`src/rtl/work_loader.sv`:
```
// Loads header/target words from the parser stream into shadow storage and
// commits complete, well-formed transfers atomically to the active registers.
module work_loader #(
   parameter int          HDR_WORDS = 20,
   parameter int          TGT_WORDS = 8,
   parameter logic [7:0]  CMD_HDR   = 8'h01,
   parameter logic [7:0]  CMD_TGT   = 8'h02
) (
   input  logic        clk,
   input  logic        rst,
   input  logic [7:0]  in_command,
   input  logic [15:0] in_count,
   input  logic [31:0] in_word,
   input  logic        in_valid,
   output logic        data_request,
   input  logic        work_busy,
   input  logic [4:0]  hdr_addr,
   output logic [31:0] hdr_data,
   input  logic [2:0]  tgt_addr,
   output logic [31:0] tgt_data,
   output logic        work_valid,
   output logic        work_start,
   output logic        error,
   output logic [15:0] words_loaded
);

   localparam logic [1:0] ST_IDLE   = 2'd0;
   localparam logic [1:0] ST_LOAD   = 2'd1;
   localparam logic [1:0] ST_COMMIT = 2'd2;
   localparam int         IW        = $clog2(HDR_WORDS);

   logic [1:0]  state_q, state_d;
   logic        armed_q, armed_d;
   logic        is_hdr_q, is_hdr_d;
   logic [15:0] count_q, count_d;
   logic [15:0] index_q, index_d;
   logic [15:0] loaded_q, loaded_d;
   logic        error_q, error_d;
   logic        work_valid_q, work_valid_d;
   logic        work_start_q, work_start_d;

   logic [31:0] shadow_q [HDR_WORDS];
   logic [31:0] hdr_q    [HDR_WORDS];
   logic [31:0] tgt_q    [TGT_WORDS];

   logic [15:0] cap_s;
   logic        accept_s;
   logic        shadow_we_s;
   logic        commit_ok_s;
   logic        commit_hdr_s;
   logic        commit_tgt_s;

   assign cap_s       = is_hdr_q ? 16'(HDR_WORDS) : 16'(TGT_WORDS);
   assign accept_s    = (state_q == ST_LOAD) && in_valid;
   assign shadow_we_s = accept_s && (index_q < cap_s);
   assign commit_ok_s = !error_q && (count_q == cap_s);

   // Transfer sequencing: detect, load, then commit or drop.
   always_comb begin
      state_d      = state_q;
      armed_d      = armed_q;
      is_hdr_d     = is_hdr_q;
      count_d      = count_q;
      index_d      = index_q;
      loaded_d     = loaded_q;
      error_d      = error_q;
      work_valid_d = work_valid_q;
      work_start_d = 1'b0;
      commit_hdr_s = 1'b0;
      commit_tgt_s = 1'b0;
      case (state_q)
         ST_IDLE: begin
            if (in_command == 8'h00) begin
               armed_d = 1'b1;
            end else if (armed_q && ((in_command == CMD_HDR) || (in_command == CMD_TGT))
                         && (in_count != 16'd0)) begin
               is_hdr_d = (in_command == CMD_HDR);
               count_d  = in_count;
               armed_d  = 1'b0;
               error_d  = 1'b0;
               loaded_d = 16'd0;
               index_d  = 16'd0;
               state_d  = ST_LOAD;
            end else begin
               armed_d = armed_q;
            end
         end
         ST_LOAD: begin
            if (accept_s) begin
               index_d  = index_q + 16'd1;
               loaded_d = loaded_q + 16'd1;
               // Words past capacity are drained so the parser stays in step.
               if (!shadow_we_s) begin
                  error_d = 1'b1;
               end else begin
                  error_d = error_q;
               end
               if ((index_q + 16'd1) == count_q) begin
                  state_d = ST_COMMIT;
               end else begin
                  state_d = ST_LOAD;
               end
            end else begin
               state_d = ST_LOAD;
            end
         end
         ST_COMMIT: begin
            if (!commit_ok_s) begin
               if (count_q < cap_s) begin
                  error_d = 1'b1;
               end else begin
                  error_d = error_q;
               end
               state_d = ST_IDLE;
            end else if (work_busy) begin
               state_d = ST_COMMIT;
            end else begin
               if (is_hdr_q) begin
                  commit_hdr_s = 1'b1;
                  work_valid_d = 1'b1;
                  work_start_d = 1'b1;
               end else begin
                  commit_tgt_s = 1'b1;
               end
               state_d = ST_IDLE;
            end
         end
         default: begin
            state_d = ST_IDLE;
         end
      endcase
   end

   // Control and status registers.
   always_ff @(posedge clk) begin
      if (rst) begin
         state_q      <= ST_IDLE;
         armed_q      <= 1'b1;
         is_hdr_q     <= 1'b0;
         count_q      <= 16'd0;
         index_q      <= 16'd0;
         loaded_q     <= 16'd0;
         error_q      <= 1'b0;
         work_valid_q <= 1'b0;
         work_start_q <= 1'b0;
      end else begin
         state_q      <= state_d;
         armed_q      <= armed_d;
         is_hdr_q     <= is_hdr_d;
         count_q      <= count_d;
         index_q      <= index_d;
         loaded_q     <= loaded_d;
         error_q      <= error_d;
         work_valid_q <= work_valid_d;
         work_start_q <= work_start_d;
      end
   end

   // Shadow capture and atomic copy into the active header/target.
   always_ff @(posedge clk) begin
      if (rst) begin
         for (int i = 0; i < HDR_WORDS; i++) begin
            shadow_q[i] <= 32'd0;
            hdr_q[i]    <= 32'd0;
         end
         for (int i = 0; i < TGT_WORDS; i++) begin
            tgt_q[i] <= 32'd0;
         end
      end else begin
         if (shadow_we_s) begin
            shadow_q[index_q[IW-1:0]] <= in_word;
         end
         if (commit_hdr_s) begin
            for (int i = 0; i < HDR_WORDS; i++) begin
               hdr_q[i] <= shadow_q[i];
            end
         end
         if (commit_tgt_s) begin
            for (int i = 0; i < TGT_WORDS; i++) begin
               tgt_q[i] <= shadow_q[i];
            end
         end
      end
   end

   assign data_request = (state_q == ST_LOAD);
   assign hdr_data     = (int'(hdr_addr) < HDR_WORDS) ? hdr_q[hdr_addr] : 32'd0;
   assign tgt_data     = tgt_q[tgt_addr];
   assign work_valid   = work_valid_q;
   assign work_start   = work_start_q;
   assign error        = error_q;
   assign words_loaded = loaded_q;

endmodule

```
`config.mk`:
```
export PLATFORM = sky130hd
export DESIGN_NAME = work_loader
export DESIGN_NICKNAME = d
export VERILOG_FILES = /design/src/rtl/work_loader.sv
export SDC_FILE = /design/constraint.sdc
export NUM_CORES = 2
export LEC_CHECK = 0
export ABC_AREA = 1
export CAP_MARGIN = 20
export CORE_MARGIN = 3
export CORE_UTILIZATION = 50
export DETAILED_ROUTE_END_ITERATION = 6
export GPL_ROUTABILITY_DRIVEN = 0
export PLACE_DENSITY_LB_ADDON = 0.25
export SYNTH_ARGS = -nofsm -noshare
export SYNTH_HDL_FRONTEND = slang
export SYNTH_SLANG_ARGS = --single-unit
```
`constraint.sdc`:
```
create_clock -name clk -period 60.6 [get_ports clk]
set_clock_uncertainty 0.2 [all_clocks]
set_input_delay 18.18 -clock clk [delete_from_list [all_inputs] [get_ports clk]]
set_output_delay 18.18 -clock clk [all_outputs]
set_load 0.02 [all_outputs]
```
---- After elaboration in Yosys (flattened, before gate mapping) ----
Memory sizes are Yosys's and may differ from the RTL's.
Cells that the tools add are included.
cells by class
  bitwise gates (word level) .............. 30
  multiplexer cells ....................... 73
  reduce and logical (&&, ||, !) cells .... 20
  equal/unequal tests ..................... 12
  add/sub/neg operators ................... 2
  $lt $le $gt $ge ......................... 3
operators by type and width
  kind                     number
  $mux W32                 30
  $mux W16                 4
  $pmux W16 S2             2
  $add A16 B1 Y16 const B  2
  $lt A16 B5 Y1            2
  $reduce_or A32 Y1        1
  $or A1 B1 Y1             28
  $mux W1                  27
  $eq A16 B16 Y1           1
  $eq A16 B5 Y1            1
  $reduce_bool A16 Y1      1
  $mux W2                  6
  $mux W5                  2
  $ne A2 B2 Y1 const B     5
  $eq A8 B1 Y1 const B     1
  $eq A8 B2 Y1 const B     1
  $logic_not A8 Y1         1
  $reduce_and A4 Y1        2
  $reduce_and A7 Y1        1
  $pmux W2 S3              1
  $logic_and A1 B1 Y1      5
  $lt A5 B5 Y1 const B     1
  $reduce_and A2 Y1        2
  $reduce_bool A2 Y1       2
  other kinds (10)         11
storage, ports and cells
  memories kept ........................... 3
  input bits .............................. 68
  flip-flop bits (word level) ............. 55
  word-level logic and storage cells ...... 152
  RAM bits ................................ 1,536
  output and inout port bits .............. 84
memories
  memory    depth  width  read ports  clocked after memory_dff  wr ports  line  RTL
  hdr_q     20     32     1           0                         20        43    logic [31:0] hdr_q [HDR_WORDS];
  shadow_q  20     32     20          0                         20        42    logic [31:0] shadow_q [HDR_WORDS];
  tgt_q     8      32     1           0                         8         44    logic [31:0] tgt_q [TGT_WORDS];

---- Depth between registers and ports, before layout ----
  depth after elaboration ................. 9
  mapped depth ............................ 16
  mapped depth without buffers ............ 15

---- Worst setup path before layout ----
Ideal clock, no wire load.
  kind .................................... input port to output port
  from .................................... input hdr_addr[0]
  to ...................................... output hdr_data[10]
  stages .................................. 8
  arrival ................................. 19,704 ps
  path buffers ............................ 3
  setup slack ............................. 22,516 ps
  required time ........................... 42,220 ps
  cell sequence ........................... buf_2 > inv_1 > clkbuf_1 > clkbuf_1 > nor2_1 > o22ai_1 > nand2_1 > a41oi_1
between the ends
  cells in the longest elaborated chain, start to end .. 2
  elaborated cells between the ends (all ways) .. 3
  those cells by class .................... 1 x order compare; 1 x mux; 1 x memory
RTL lines
  element                                          line  RTL
  start, declared                                  17    input logic [4:0] hdr_addr,
  $mem_v2 Z20 W32 or $lt A5 B5 Y1 (tied branches)  n/a
  $mux W32 *                                       187   assign hdr_data = (int'(hdr_addr) < HDR_WORDS) ? hdr_q[hdr_addr] : 32'd0;
  end, declared                                    18    output logic [31:0] hdr_data,
Every way passes the cells marked *; elsewhere a longest branch is shown, timed or not.

---- Final worst setup path ----
  from .................................... input hdr_addr[1]
  to ...................................... output hdr_data[9]
The elaborated chain is that of the path after synthesis.

==> results.cfg <==
[clock_tree]
root_buffer = clkbuf_16
clk_path_buf_depth = 3
cts_inserted_buffers = 164
ctsResizeCount = 0
insertion_delay_ns = 0.81
tritoncts = built
ctsHoldBuffers = 0
htree_levels = 4
post_cts_buffers = 0
cts_sinks = 1591
clkSlewWorstSetupHoldPaths_ns = 0.06

[grt]
grt_pass1_vias = 42900
antenna_found_initial = 8
grt_max_degree = 188
grt_usage_pct = 27.1
grt_pass1_wl_mm = 275
overflow = 0

[route]
drt_wl_total_mm = 188
wl_met1_mm = 74.4
drtAntennaViolNets = 0
first_pass_iters = 7
wire_per_inst_um = 23.6
routed-wl-met2_mm = 88.7
met3_length_mm = 18.4
highest_layer = met5
drc = 2
via_per_inst = 5.64
num_vias = 45000
drt-initial-drc-count = 5910

[critical_path]
critPathArrivalTime_ns = 22.41
end_kind = primary output
crit_required_ns = 42.22
worstSetupStartpointType = input port
critPathKind = input port to primary output
worstPathMaxFanout = 82

[timing]
fin_crit_sh_pct = 67.3
hold_violations = 0
setup_viol_count_final = 0
slew_violations = 0
tightest_slew_ns = 1.19
setup_tns_ns = 0
slew_headroom_pct = 20.7
max_freq_mhz = 24.5
rsz0062_at_grt = no
finalCriticalPeriod_ns = 40.79
fin_hold_ws_ns = 0.292

[power_and_ir_drop]
clkPwrFrac_pct = 40.2
pwr-share-comb_pct = 6.8
peakVddDrop_uv = 23.9
p_sw_uw = 550
switching_share_pct = 23.2
p_seq_share_pct = 53.0
intPower_uw = 1820
power_density_nw_per_um2 = 31.7
total_leakage_power_uw = 0.0284

[final_layout]
syn2layout_area_growth_pct = 11.2
drive_above_1_share_pct = 6.82
num-nets-final = 6170
fin_cells = 7976

[synth]
synthXorXnorAreaFrac_pct = 0.177
synth.avg_cell_area_um2 = 11.0
syn_area_um2 = 67100
syn_nets = 6195
synthFlopType = edfxtp_1
yosysWarnings = 0
synth_edf_count = 1536
synth-seq-area-share_pct = 70.4
synthMuxAreaShare_pct = 0
synth_compound_gate_area_share_pct = 7.18
ys_async_sr_fraction_pct = 0
synth_top_family_by_area = simple AND/OR/NAND/NOR gates
syn_inst = 6113
ys_seq_elements = 1591
synth_fa_ha_area_share_pct = 0.261
synth_cell_type_count = 39
synth-simple-area-share_pct = 14.8

[run_status]
failed_checks = DRC
status = finished with violations

[place]
io_buffers = 151
hpwl_mm = 104
placed_cells = 7672

[floorplan]
initial_core_util_pct = 50.7
coreArea_um2 = 132000
die_w_um = 372
die_h_um = 372
num_io_pins = 152
die_area_um2 = 139000
rows = 133

[worst_hold_path]
hp-class = register to register

[job]
max_cap_violations = 0
[registers in the layout (all words and copies together), names as in the netlist]
name	cells
armed_q	1
count_q	16
error	1
hdr_q	640
index_q	16
is_hdr_q	1
shadow_q	640
state_q	2
tgt_q	256
words_loaded	16
work_start	1
work_valid	1
[synth_stat cells (16+ instances only)]
master | count | area share (%)
inv_1 | 733 | 4.1
nand2_1 | 210 | 1.2
o221ai_1 | 55 | 0.72
nand2_4 | 16 | 0.27
a41oi_1 | 32 | 0.42
o21ai_0 | 521 | 3.9
buf_6 | 45 | 0.76
a21oi_1 | 53 | 0.40
nor2_1 | 2012 | 11
o22ai_1 | 137 | 1.3
nor3_1 | 77 | 0.57
buf_2 | 67 | 0.50
nor2_2 | 62 | 0.58
nand3_1 | 69 | 0.51
clkbuf_1 | 307 | 1.7
dfxtp_1 | 55 | 1.6
edfxtp_1 | 1536 | 69
a31oi_1 | 32 | 0.30
[stage by stage]
| step | power (µW) | worst slack (ns) | util (%) | area (µm²) |
|---|---|---|---|---|
| 3_5_place_dp | 1440 | 19.74 | 52.5 | 69500 |
| 2_1_floorplan | 1380 | 22.52 | - | 67100 |
| 5_1_grt | 2440 | 19.72 | 56.4 | 74600 |
| 6_report | 2370 | 19.81 | 56.4 | 74600 |
| 3_3_place_gp | 1430 | 19.82 | 52.5 | 69500 |
| 4_1_cts | 2380 | 19.73 | 56.3 | 74500 |
[path summary, 6_finish.rpt]
kind	from	to	slack, ns	cells after the start
worst max-delay path	hdr_addr[1]	hdr_data[9]	19.81	8
worst min-delay path	count_q[14]$_SDFFE_PP0P_	count_q[14]$_SDFFE_PP0P_	0.29	2
worst max register to register	is_hdr_q$_SDFFE_PP0P_	hdr_q[3][28]$_SDFFCE_PN0P_	54.94	14
worst min register to register	count_q[14]$_SDFFE_PP0P_	count_q[14]$_SDFFE_PP0P_	0.29	2
[layout by cell type (no fill, tap or decap), types with 14 or more instances in the layout]
| master | count |
|---|---|
| nor2_1 | 2010 |
| edfxtp_1 | 1536 |
| inv_1 | 730 |
| o21ai_0 | 520 |
| nand2_1 | 194 |
| clkbuf_16 | 167 |
| clkdlybuf4s50_1 | 144 |
| o22ai_1 | 137 |
| nor3_1 | 77 |
| buf_4 | 77 |
| nand3_1 | 68 |
| nor2_2 | 62 |
| o221ai_1 | 55 |
| dfxtp_1 | 55 |
| a21oi_1 | 53 |
| clkbuf_1 | 48 |
| clkinv_1 | 35 |
| a31oi_1 | 32 |
| a41oi_1 | 32 |
| clkinv_2 | 26 |
| nand2_4 | 22 |
| nand4_1 | 14 |
| nand2_2 | 14 |
| ha_1 | 14 |
[cells by family (layout without fill, tap and decap cells)]
group                      after synthesis  in the layout
buffers and inverters                 1168           1273
DFF                                   1591           1591
AOI/OAI and AO/OA                      847            847
adders and majority gates               14             14
xor gates and xnor gates                12             12
other                                    0              3
and+or+nand+nor                       2481           2481
[power by group through the flow]
stage	Sequential (µW)	Clock (µW)	Combinational [µW]
6_report	1250	952	160
3_5_place_dp	1280	0	158
4_1_cts	1250	962	159
5_1_grt	1260	1010	171
2_1_floorplan	1290	0	89.6
3_3_place_gp	1280	0	156
[critical path, stage by stage]
cell,delay [ns]
buf_6,0.18
inv_4,0.76
buf_4,1.04
o21ai_0,0.25
o221ai_1,0.24
nand3_1,0.15
a41oi_1,0.70
clkdlybuf4s50_1,0.75
[area by class of cell]
cell class,count,area [µm²]
Inverter,742,2810
Antenna cell,3,7.51
Timing Repair Buffer,235,2260
Sequential cell,1591,47200
Multi-Input combinational cell,3354,15100
Fill cell,10800,57700
Clock buffer,215,4360
Tap cell,1755,2200
Clock inverter,81,608
[layer usage]
metal / track usage, % / vias up
met2: 43.8 / 2290
met5: 0 / -
li1: - / 20300
met1: 36.7 / 22000
met3: 4.97 / 366
met4: 10.1 / 6
No activity file was read; power rests on OpenSTA's default activity.
